<file path="src/rtl/bitbakery_tx_serial_8e1_pkg.sv">
// ============================================================================
// Module   : bitbakery_tx_serial_8e1_pkg
// Purpose  : Shared state encodings, frame constants and parity helper for
//            the 8E1 serial transmitter.
// Revision : 1.0
// ============================================================================
`default_nettype none

package bitbakery_tx_serial_8e1_pkg;

    typedef enum logic [1:0] {
        ST_INICIAL     = 2'b00,
        ST_PREPARACAO  = 2'b01,
        ST_TRANSMISSAO = 2'b10,
        ST_FINAL       = 2'b11
    } estado_t;

    localparam int FRAME_BITS           = 11;
    localparam int CLKS_PER_BIT_DEFAULT = 434;
    localparam int BIT_CNT_W            = 4;

    // Even parity: the parity bit makes the total count of ones even.
    function automatic logic paridade_par(input logic [7:0] b);
        return ^b;
    endfunction

endpackage

`default_nettype wire

</file>
<file path="src/rtl/bitbakery_tx_serial_8e1_contador_tick.sv">
// ============================================================================
// Module   : bitbakery_contador_tick
// Purpose  : Modulo-M cycle counter producing a one-cycle tick at count M-1.
// Revision : 1.0
// ============================================================================
`default_nettype none

module bitbakery_contador_tick #(
    parameter int M = 434
) (
    input  logic clock,
    input  logic reset,
    input  logic clear_i,
    input  logic enable_i,
    output logic tick_o
);

    localparam int              W    = (M > 1) ? $clog2(M) : 1;
    localparam logic [W-1:0]    LAST = W'(M - 1);

    logic [W-1:0] count_q;
    logic [W-1:0] count_d;

    assign tick_o = enable_i && (count_q == LAST);

    // Wraps to zero on the tick itself, so the count never exceeds M-1.
    always_comb begin
        count_d = count_q;
        if (clear_i) begin
            count_d = '0;
        end else if (enable_i) begin
            count_d = tick_o ? '0 : count_q + W'(1);
        end
    end

    always_ff @(posedge clock or posedge reset) begin
        if (reset) begin
            count_q <= '0;
        end else begin
            count_q <= count_d;
        end
    end

endmodule

`default_nettype wire

</file>
<file path="src/rtl/bitbakery_tx_serial_8e1.sv">
// ============================================================================
// Module   : bitbakery_tx_serial_8e1
// Purpose  : 8E1 serial transmitter (start, 8 data LSB first, even parity,
//            stop). Optional debug ports under BITBAKERY_TX_SERIAL_DEBUG_EN.
// Revision : 1.0
// ============================================================================
`default_nettype none

module bitbakery_tx_serial_8e1
    import bitbakery_tx_serial_8e1_pkg::*;
#(
    parameter int CLKS_PER_BIT = CLKS_PER_BIT_DEFAULT
) (
    input  logic       clock,
    input  logic       reset,
    input  logic       partida,
    input  logic [7:0] dados,
    output logic       saida_serial,
    output logic       pronto
`ifdef BITBAKERY_TX_SERIAL_DEBUG_EN
    ,
    output logic [1:0] db_estado,
    output logic       db_tick
`endif
);

    localparam logic [BIT_CNT_W-1:0] LAST_BIT = BIT_CNT_W'(FRAME_BITS - 1);

    estado_t                  estado_q, estado_d;
    logic [7:0]               dados_q, dados_d;
    logic [FRAME_BITS-1:0]    shift_q, shift_d;
    logic [BIT_CNT_W-1:0]     bit_cnt_q, bit_cnt_d;
    logic                     cnt_clear;
    logic                     cnt_enable;
    logic                     tick;

    bitbakery_contador_tick #(
        .M (CLKS_PER_BIT)
    ) u_contador_tick (
        .clock    (clock),
        .reset    (reset),
        .clear_i  (cnt_clear),
        .enable_i (cnt_enable),
        .tick_o   (tick)
    );

    always_comb begin
        estado_d   = estado_q;
        dados_d    = dados_q;
        shift_d    = shift_q;
        bit_cnt_d  = bit_cnt_q;
        cnt_clear  = 1'b0;
        cnt_enable = 1'b0;
        pronto     = 1'b0;
        case (estado_q)
            ST_INICIAL: begin
                if (partida) begin
                    dados_d  = dados;
                    estado_d = ST_PREPARACAO;
                end
            end
            ST_PREPARACAO: begin
                shift_d   = {1'b1, paridade_par(dados_q), dados_q, 1'b0};
                bit_cnt_d = '0;
                cnt_clear = 1'b1;
                estado_d  = ST_TRANSMISSAO;
            end
            ST_TRANSMISSAO: begin
                cnt_enable = 1'b1;
                // Last bit period ends without incrementing, so the counter stops at 10.
                if (tick) begin
                    shift_d = {1'b1, shift_q[FRAME_BITS-1:1]};
                    if (bit_cnt_q == LAST_BIT) begin
                        estado_d = ST_FINAL;
                    end else begin
                        bit_cnt_d = bit_cnt_q + BIT_CNT_W'(1);
                    end
                end
            end
            ST_FINAL: begin
                pronto   = 1'b1;
                estado_d = ST_INICIAL;
            end
            default: begin
                estado_d = ST_INICIAL;
            end
        endcase
    end

    always_ff @(posedge clock or posedge reset) begin
        if (reset) begin
            estado_q  <= ST_INICIAL;
            dados_q   <= '0;
            shift_q   <= '1;
            bit_cnt_q <= '0;
        end else begin
            estado_q  <= estado_d;
            dados_q   <= dados_d;
            shift_q   <= shift_d;
            bit_cnt_q <= bit_cnt_d;
        end
    end

    assign saida_serial = (estado_q == ST_TRANSMISSAO) ? shift_q[0] : 1'b1;

`ifdef BITBAKERY_TX_SERIAL_DEBUG_EN
    assign db_estado = estado_q;
    assign db_tick   = tick;
`endif

endmodule

`default_nettype wire

</file>
<file path="config.mk">
export PLATFORM = sky130hd
export DESIGN_NAME = bitbakery_tx_serial_8e1
export DESIGN_NICKNAME = d
export VERILOG_FILES = /design/src/rtl/bitbakery_tx_serial_8e1_pkg.sv /design/src/rtl/bitbakery_tx_serial_8e1_contador_tick.sv /design/src/rtl/bitbakery_tx_serial_8e1.sv
export SDC_FILE = /design/constraint.sdc
export NUM_CORES = 1
export LEC_CHECK = 0
export BUFFER_PORTS_ARGS = -buffer_cell sky130_fd_sc_hd__buf_2
export CAP_MARGIN = 30
export CORE_MARGIN = 2
export CORE_UTILIZATION = 49
export DETAILED_ROUTE_END_ITERATION = 8
export PLACE_DENSITY = 0.67
export SLEW_MARGIN = 0
export SYNTH_ARGS = -nofsm -noshare
export SYNTH_HDL_FRONTEND = slang
export SYNTH_SLANG_ARGS = --single-unit
export TNS_END_PERCENT = 100
</file>
<file path="constraint.sdc">
create_clock -name clock -period 5.3 [get_ports clock]
set_clock_uncertainty 0.1 [all_clocks]
set_input_delay 0.53 -clock clock [delete_from_list [all_inputs] [get_ports clock]]
set_output_delay 0.53 -clock clock [all_outputs]
set_load 0.02 [all_outputs]
</file>
==> flow_metrics.py, run 1 <==
metrics = {
    "yosys": {
        "synth_nets": 175,
        "synth_cell_types": 34,
        "ys_seq_elements": 33,
        "synth_compound_area_share_pct": 10.2,
        "synth.avg_cell_area_sq_um": 10.9,
        "yosysWarnings": 0,
        "synth-main-ff-cell": "dfrtp_1",
        "synth_largest_type_area_fraction_pct": 33.9,
        "muxShareOfSynthArea_pct": 11.4,
        "synth_top_family_by_area": "multiplexers",
        "synthAdderAreaFrac_pct": 6.64,
        "yosysMostFrequentCell": "dfrtp_1",
        "synthSimpleGateAreaFrac_pct": 11.2,
        "synth-async-reset-ratio_pct": 100,
        "synth_top_cell_by_area": "dfrtp_1",
        "yosys-top-cells-area": "dfrtp_1, dfstp_2, ha_1, mux2_2, xnor2_1",
        "synth_edf_count": 0,
        "ys_seq_area_share_pct": 49.4,
        "synthXorXnorAreaFrac_pct": 7.75,
        "synth_common_cells": "dfrtp_1, nor2_1, dfstp_2, mux2_2, xnor2_1",
        "syn_area_sq_um": 1700,
        "syn_inst": 155,
    },
    "clocking": {
        "cts_hold_buf": 0,
        "cts_tree": "yes",
        "root_buffer": "clkbuf_4",
        "cts.sinks": 33,
        "cts.repair.resized": 0,
        "numCtsBuffers": 5,
        "cts.clk_slew.worst_paths_ps": 100,
        "post_cts_buffers": 0,
        "insertion_delay_ps": 340,
        "htree_levels": 2,
        "cts_max_path_buffers": 2,
    },
    "detailed_routing": {
        "wl_microns": 2970,
        "first_pass_iters": 4,
        "avgViaCountPerCell": 5.35,
        "drt_iter0_drc": 34,
        "drc": 0,
        "vias": 1156,
        "wl_per_cell_microns": 13.7,
        "postRouteAntennaNets": 0,
    },
    "grt": {
        "grt_pass1_wl_microns": 5310,
        "grt.overflow.total": 0,
        "antenna_found_initial": 0,
        "grt_pass1_vias": 1156,
        "grt_max_degree": 34,
        "grt.total_usage_pct": 17.4,
    },
    "finish": {
        "utilization_pct": 55.7,
        "diodes": 0,
        "syn_to_final_growth_pct": 9.67,
        "finalNetCount": 189,
        "drive_gt1_share_pct": 24.1,
    },
    "critical_path": {
        "crit_fanout": 12,
        "path_class": "reg2reg",
        "rr_worst_depth": 6,
        "worstPathArrival_ps": 2920,
        "crit_path_start_kind": "flip-flop",
        "end_kind": "flip-flop",
        "required_ps": 5460,
    },
    "floorplan": {
        "die_height_microns": 62.8,
        "std_cell_rows": 21,
        "core_area_sq_um": 3340,
        "die_area_sq_um": 3950,
        "io_pins": 13,
        "die_w_microns": 62.8,
        "start_util_pct": 50.8,
    },
    "timing": {
        "min_period_ps": 2760,
        "post-route-period-util_pct": 52.0,
        "slew_headroom_pct": 47.6,
        "totalNegativeSetupSlack_ps": 0,
        "slew_viol_final": 0,
        "setup_viol": 0,
        "tightest_slew_ps": 786,
        "rsz0062_at_grt": "false",
        "hold_viol": 0,
        "fmax_mhz": 363,
    },
    "outcome": {
        "status": "completed",
    },
    "min_path": {
        "min_path_type": "in2async",
    },
    "job": {
        "cap_viol_max_count": 0,
    },
    "pwr": {
        "p_leak_uw": 0.000884,
        "irDropWorstVdd_uv": 136,
        "power_density_nw_per_um2": 220,
    },
    "placement": {
        "numPortBuffers": 12,
        "gp_congestion": 0.750,
        "hpwl_microns": 2100,
    },
}
==> cell usage in the layout (no fill, tap or decap), drive strengths merged, types with 3 or more instances in the layout <==
cell,netlist,layout
nor2,11,11
dfrtp,23,23
dfstp,10,10
nand4,3,3
nand3,6,6
a21oi,9,9
inv,8,8
a31oi,9,9
mux2i,8,8
ha,9,9
mux2,10,10
clkbuf,6,8
xor2,5,5
xnor2,10,10
o21ai,5,5
buf,1,14
nand2b,3,3
nand2,5,5
==> routing by layer <==
metal	track usage (%)	wire, microns
met5	0	0
met4	6.67	52
met3	5.23	163
met2	27.4	1380
met1	22.7	1370
==> path summary, 6_finish.rpt <==
check	endpoint	slack, ps	from
setup / recovery	bit_cnt_q[2]	2540	estado_q[0]
hold reg to reg	shift_q[3]	430	shift_q[3]
max in group asynchronous	shift_q[7]	4610	reset
setup reg to reg	bit_cnt_q[2]	2540	estado_q[0]
min in group clock	dados_q[7]	320	dados[7]
hold / removal	dados_q[4]	160	reset
==> cell families (layout without fill, tap and decap cells) <==
| group | after synthesis | count (layout) |
|---|---|---|
| compound gates | 29 | 29 |
| simple gates | 36 | 36 |
| xor+xnor | 15 | 15 |
| flops | 33 | 33 |
| fa+ha+maj | 9 | 9 |
| mux | 18 | 18 |
| buf+inv | 15 | 30 |
==> final cells by class <==
cell class | count | area [sq um]
fill | 315 | 1480
timing repair buffer | 14 | 75.1
multi-input combinational | 107 | 800
tap | 46 | 57.6
inverter | 8 | 30.0
clock buffer | 8 | 58.8
sequential | 33 | 838
==> worst max-delay path, stage by stage, from the launching register on <==
cell	delay (ps)
dfrtp_1	410
inv_1	130
ha_1	580
inv_1	240
or4_1	710
or3_1	360
a21boi_1	140
==> registers in the layout, summed over array words and instances (netlist names) <==
| signal | cells |
|---|---|
| estado_q | 2 |
| bit_cnt_q | 4 |
| shift_q | 10 |
| dados_q | 8 |
| u_contador_tick.count_q | 9 |
==> per-stage QoR <==
stage / setup slack, ps / instances / power [uW] / hold WS, ps / area, sq um
floorplan: 3030 / 155 / 260 / 398 / 1700
global placement: 2570 / 207 / 266 / 413 / 1790
detailed placement: 2550 / 208 / 266 / 418 / 1800
CTS: 2530 / 216 / 415 / 174 / 1860
global route: 2370 / 216 / 427 / 198 / 1860
finish: 2540 / 216 / 409 / 157 / 1860
==> power breakdown <==
group | switching (uW) | internal (uW) | total [uW]
combinational | 5.54 | 3.23 | 8.78
sequential | 0 | 252 | 252
clock | 83.1 | 65.4 | 149
total | 88.7 | 321 | 409
Power figures use the tool's default switching activity.
==> run 2, diff against run 1 <==
Clock period 5.3 ns to 2.8 ns, I/O delays scaled along.
==> run 2 against run 1 <==
  * Register-to-register slack got worse by 2200 ps
  * Core utilization is 1.2 points higher
  * Final area rose by 2.2%
  * Highest routed layer unchanged
  * Largest power group unchanged
  * Largest cell class unchanged
==> flow_metrics.py, run 2 (synthesis gave the netlist of run 1 again) <==
metrics = {
    "clocking": {
        "htree_levels": 2,
        "insertion_delay_ps": 330,
        "cts.clk_slew.worst_paths_ps": 100,
        "post_cts_buffers": 0,
        "root_buffer": "clkbuf_4",
        "cts.sinks": 33,
        "cts_max_path_buffers": 2,
        "cts_tree": "yes",
        "numCtsBuffers": 5,
    },
    "finish": {
        "regMostFlops": "shift_q",
        "largest_reg_flops": 10,
        "instances_no_fill": 221,
        "finalNetCount": 194,
        "diodes": 0,
        "fillers": 315,
        "drive_gt1_share_pct": 26.3,
        "layout_common_cells": "dfrtp_1, buf_2, nor2_1",
        "syn_to_final_growth_pct": 12.0,
        "final_common_cell": "dfrtp_1",
        "reg.largest.list": "shift_q (10), u_contador_tick.count_q (9), dados_q (8)",
    },
    "timing": {
        "hold_viol": 0,
        "slew_headroom_pct": 65.2,
        "setup_viol": 0,
        "tightest_slew_ps": 521,
        "rsz0062_at_grt": "false",
        "fmax_mhz": 414,
        "totalNegativeSetupSlack_ps": 0,
        "post-route-period-util_pct": 86.4,
        "slew_viol_final": 0,
        "min_period_ps": 2420,
    },
    "detailed_routing": {
        "postRouteAntennaNets": 0,
        "drt-met1-wl_microns": 1390,
        "wl_per_cell_microns": 14.3,
        "wl_met3_microns": 178,
        "met2_length_microns": 1560,
        "drc": 0,
        "drt_iter0_drc": 55,
        "first_pass_iters": 4,
        "top_layer": "met4",
        "vias": 1219,
        "avgViaCountPerCell": 5.52,
        "wl_microns": 3150,
    },
    "critical_path": {
        "cp_slowest_cell": "or4_1",
        "worstPathArrival_ps": 2590,
        "end_kind": "flip-flop",
        "required_ps": 2970,
        "crit_chain": "inv_1, ha_1, or4b_4, or4_1, or3_1, a21boi_1",
        "crit_fanout": 8,
        "path_class": "reg2reg",
        "cpPeakStageDelay_ps": 650,
        "crit_path_start_kind": "flip-flop",
    },
    "floorplan": {
        "die_area_sq_um": 3950,
        "core_area_sq_um": 3340,
        "die_w_microns": 62.8,
        "io_pins": 13,
        "start_util_pct": 50.8,
        "std_cell_rows": 21,
        "die_height_microns": 62.8,
    },
    "placement": {
        "gp_congestion": 0.748,
        "hpwl_microns": 2290,
        "numPlacedInstances": 212,
        "numPortBuffers": 12,
    },
    "grt": {
        "grt_max_degree": 22,
        "grt.overflow.total": 0,
        "grt_pass1_wl_microns": 5490,
        "antenna_found_initial": 0,
        "grt.total_usage_pct": 18.3,
        "grt_pass1_vias": 1223,
    },
    "job": {
        "cap_viol_max_count": 0,
    },
    "pwr": {
        "power_density_nw_per_um2": 397,
        "p_leak_uw": 0.000908,
        "irDropWorstVdd_uv": 221,
    },
    "outcome": {
        "status": "completed",
    },
    "min_path": {
        "min_path_type": "in2reg",
    },
}
==> run 2: area by class of cell <==
type                            count  area [sq um]  area share [%]
Sequential cell                    33           838            44.1
Tap cell                           46          57.6            3.03
Timing Repair Buffer               19           123            6.46
Inverter                            8          30.0            1.58
Clock inverter                      2          10.0           0.527
Clock buffer                        6          41.3            2.17
Multi-Input combinational cell    107           800            42.1
==> run 2: worst paths after layout <==
| path | start | end | slack [ps] | cells after the start |
|---|---|---|---|---|
| worst max-delay path | u_contador_tick.count_q[1] | bit_cnt_q[2] | 380 | 6 |
| worst min-delay path | dados[7] | dados_q[7] | 70 | 2 |
| worst max register to register | u_contador_tick.count_q[1] | bit_cnt_q[2] | 380 | 6 |
| worst min register to register | shift_q[9] | shift_q[9] | 420 | 2 |
| max in group asynchronous | reset | shift_q[1] | 1610 | 4 |
| min in group asynchronous | reset | bit_cnt_q[3] | 410 | 3 |
==> run 2: critical path, delay by kind of cell (launching register included) <==
kind	cells	cell delay, ps
adder cells (fa/ha/maj)	1	140
flip-flops	1	400
AO/OA/AOI/OAI	1	150
AND/OR/NAND/NOR	3	1480
buffers and inverters	1	80
==> run 2: repair_timing <==
item                                    CTS  global route
resized for setup                         0             0
endpoints found under the setup margin    0             0
hold buffers                              1             0
hold endpoints to repair                  8             0
==> run 2: through the flow <==
step / hold WS (ps) / utilization (%) / area [sq um] / setup slack (ps) / power, uW
2_1_floorplan: 301 / - / 1700 / 535 / 493
3_3_place_gp: 408 / 54.6 / 1820 / 475 / 504
3_5_place_dp: 241 / 55.1 / 1840 / 382 / 508
4_1_cts: 50.3 / 56.9 / 1900 / 362 / 768
5_1_grt: 47.4 / 56.9 / 1900 / 246 / 793
6_report: 67.7 / 56.9 / 1900 / 382 / 754
==> run 2: per-layer routing <==
layer | vias to the layer above | track usage, %
li1 | 582 | -
met2 | 37 | 29.8
met1 | 598 | 22.4
met3 | 2 | 5.95
met5 | - | 0
met4 | 0 | 7.50
==> run 2: power by group <==
group          switching (uW)  total, uW  internal [uW]
combinational            12.3       22.1           9.76
sequential                  0        477            477
clock                     159        255           95.5
total                     172        754            582
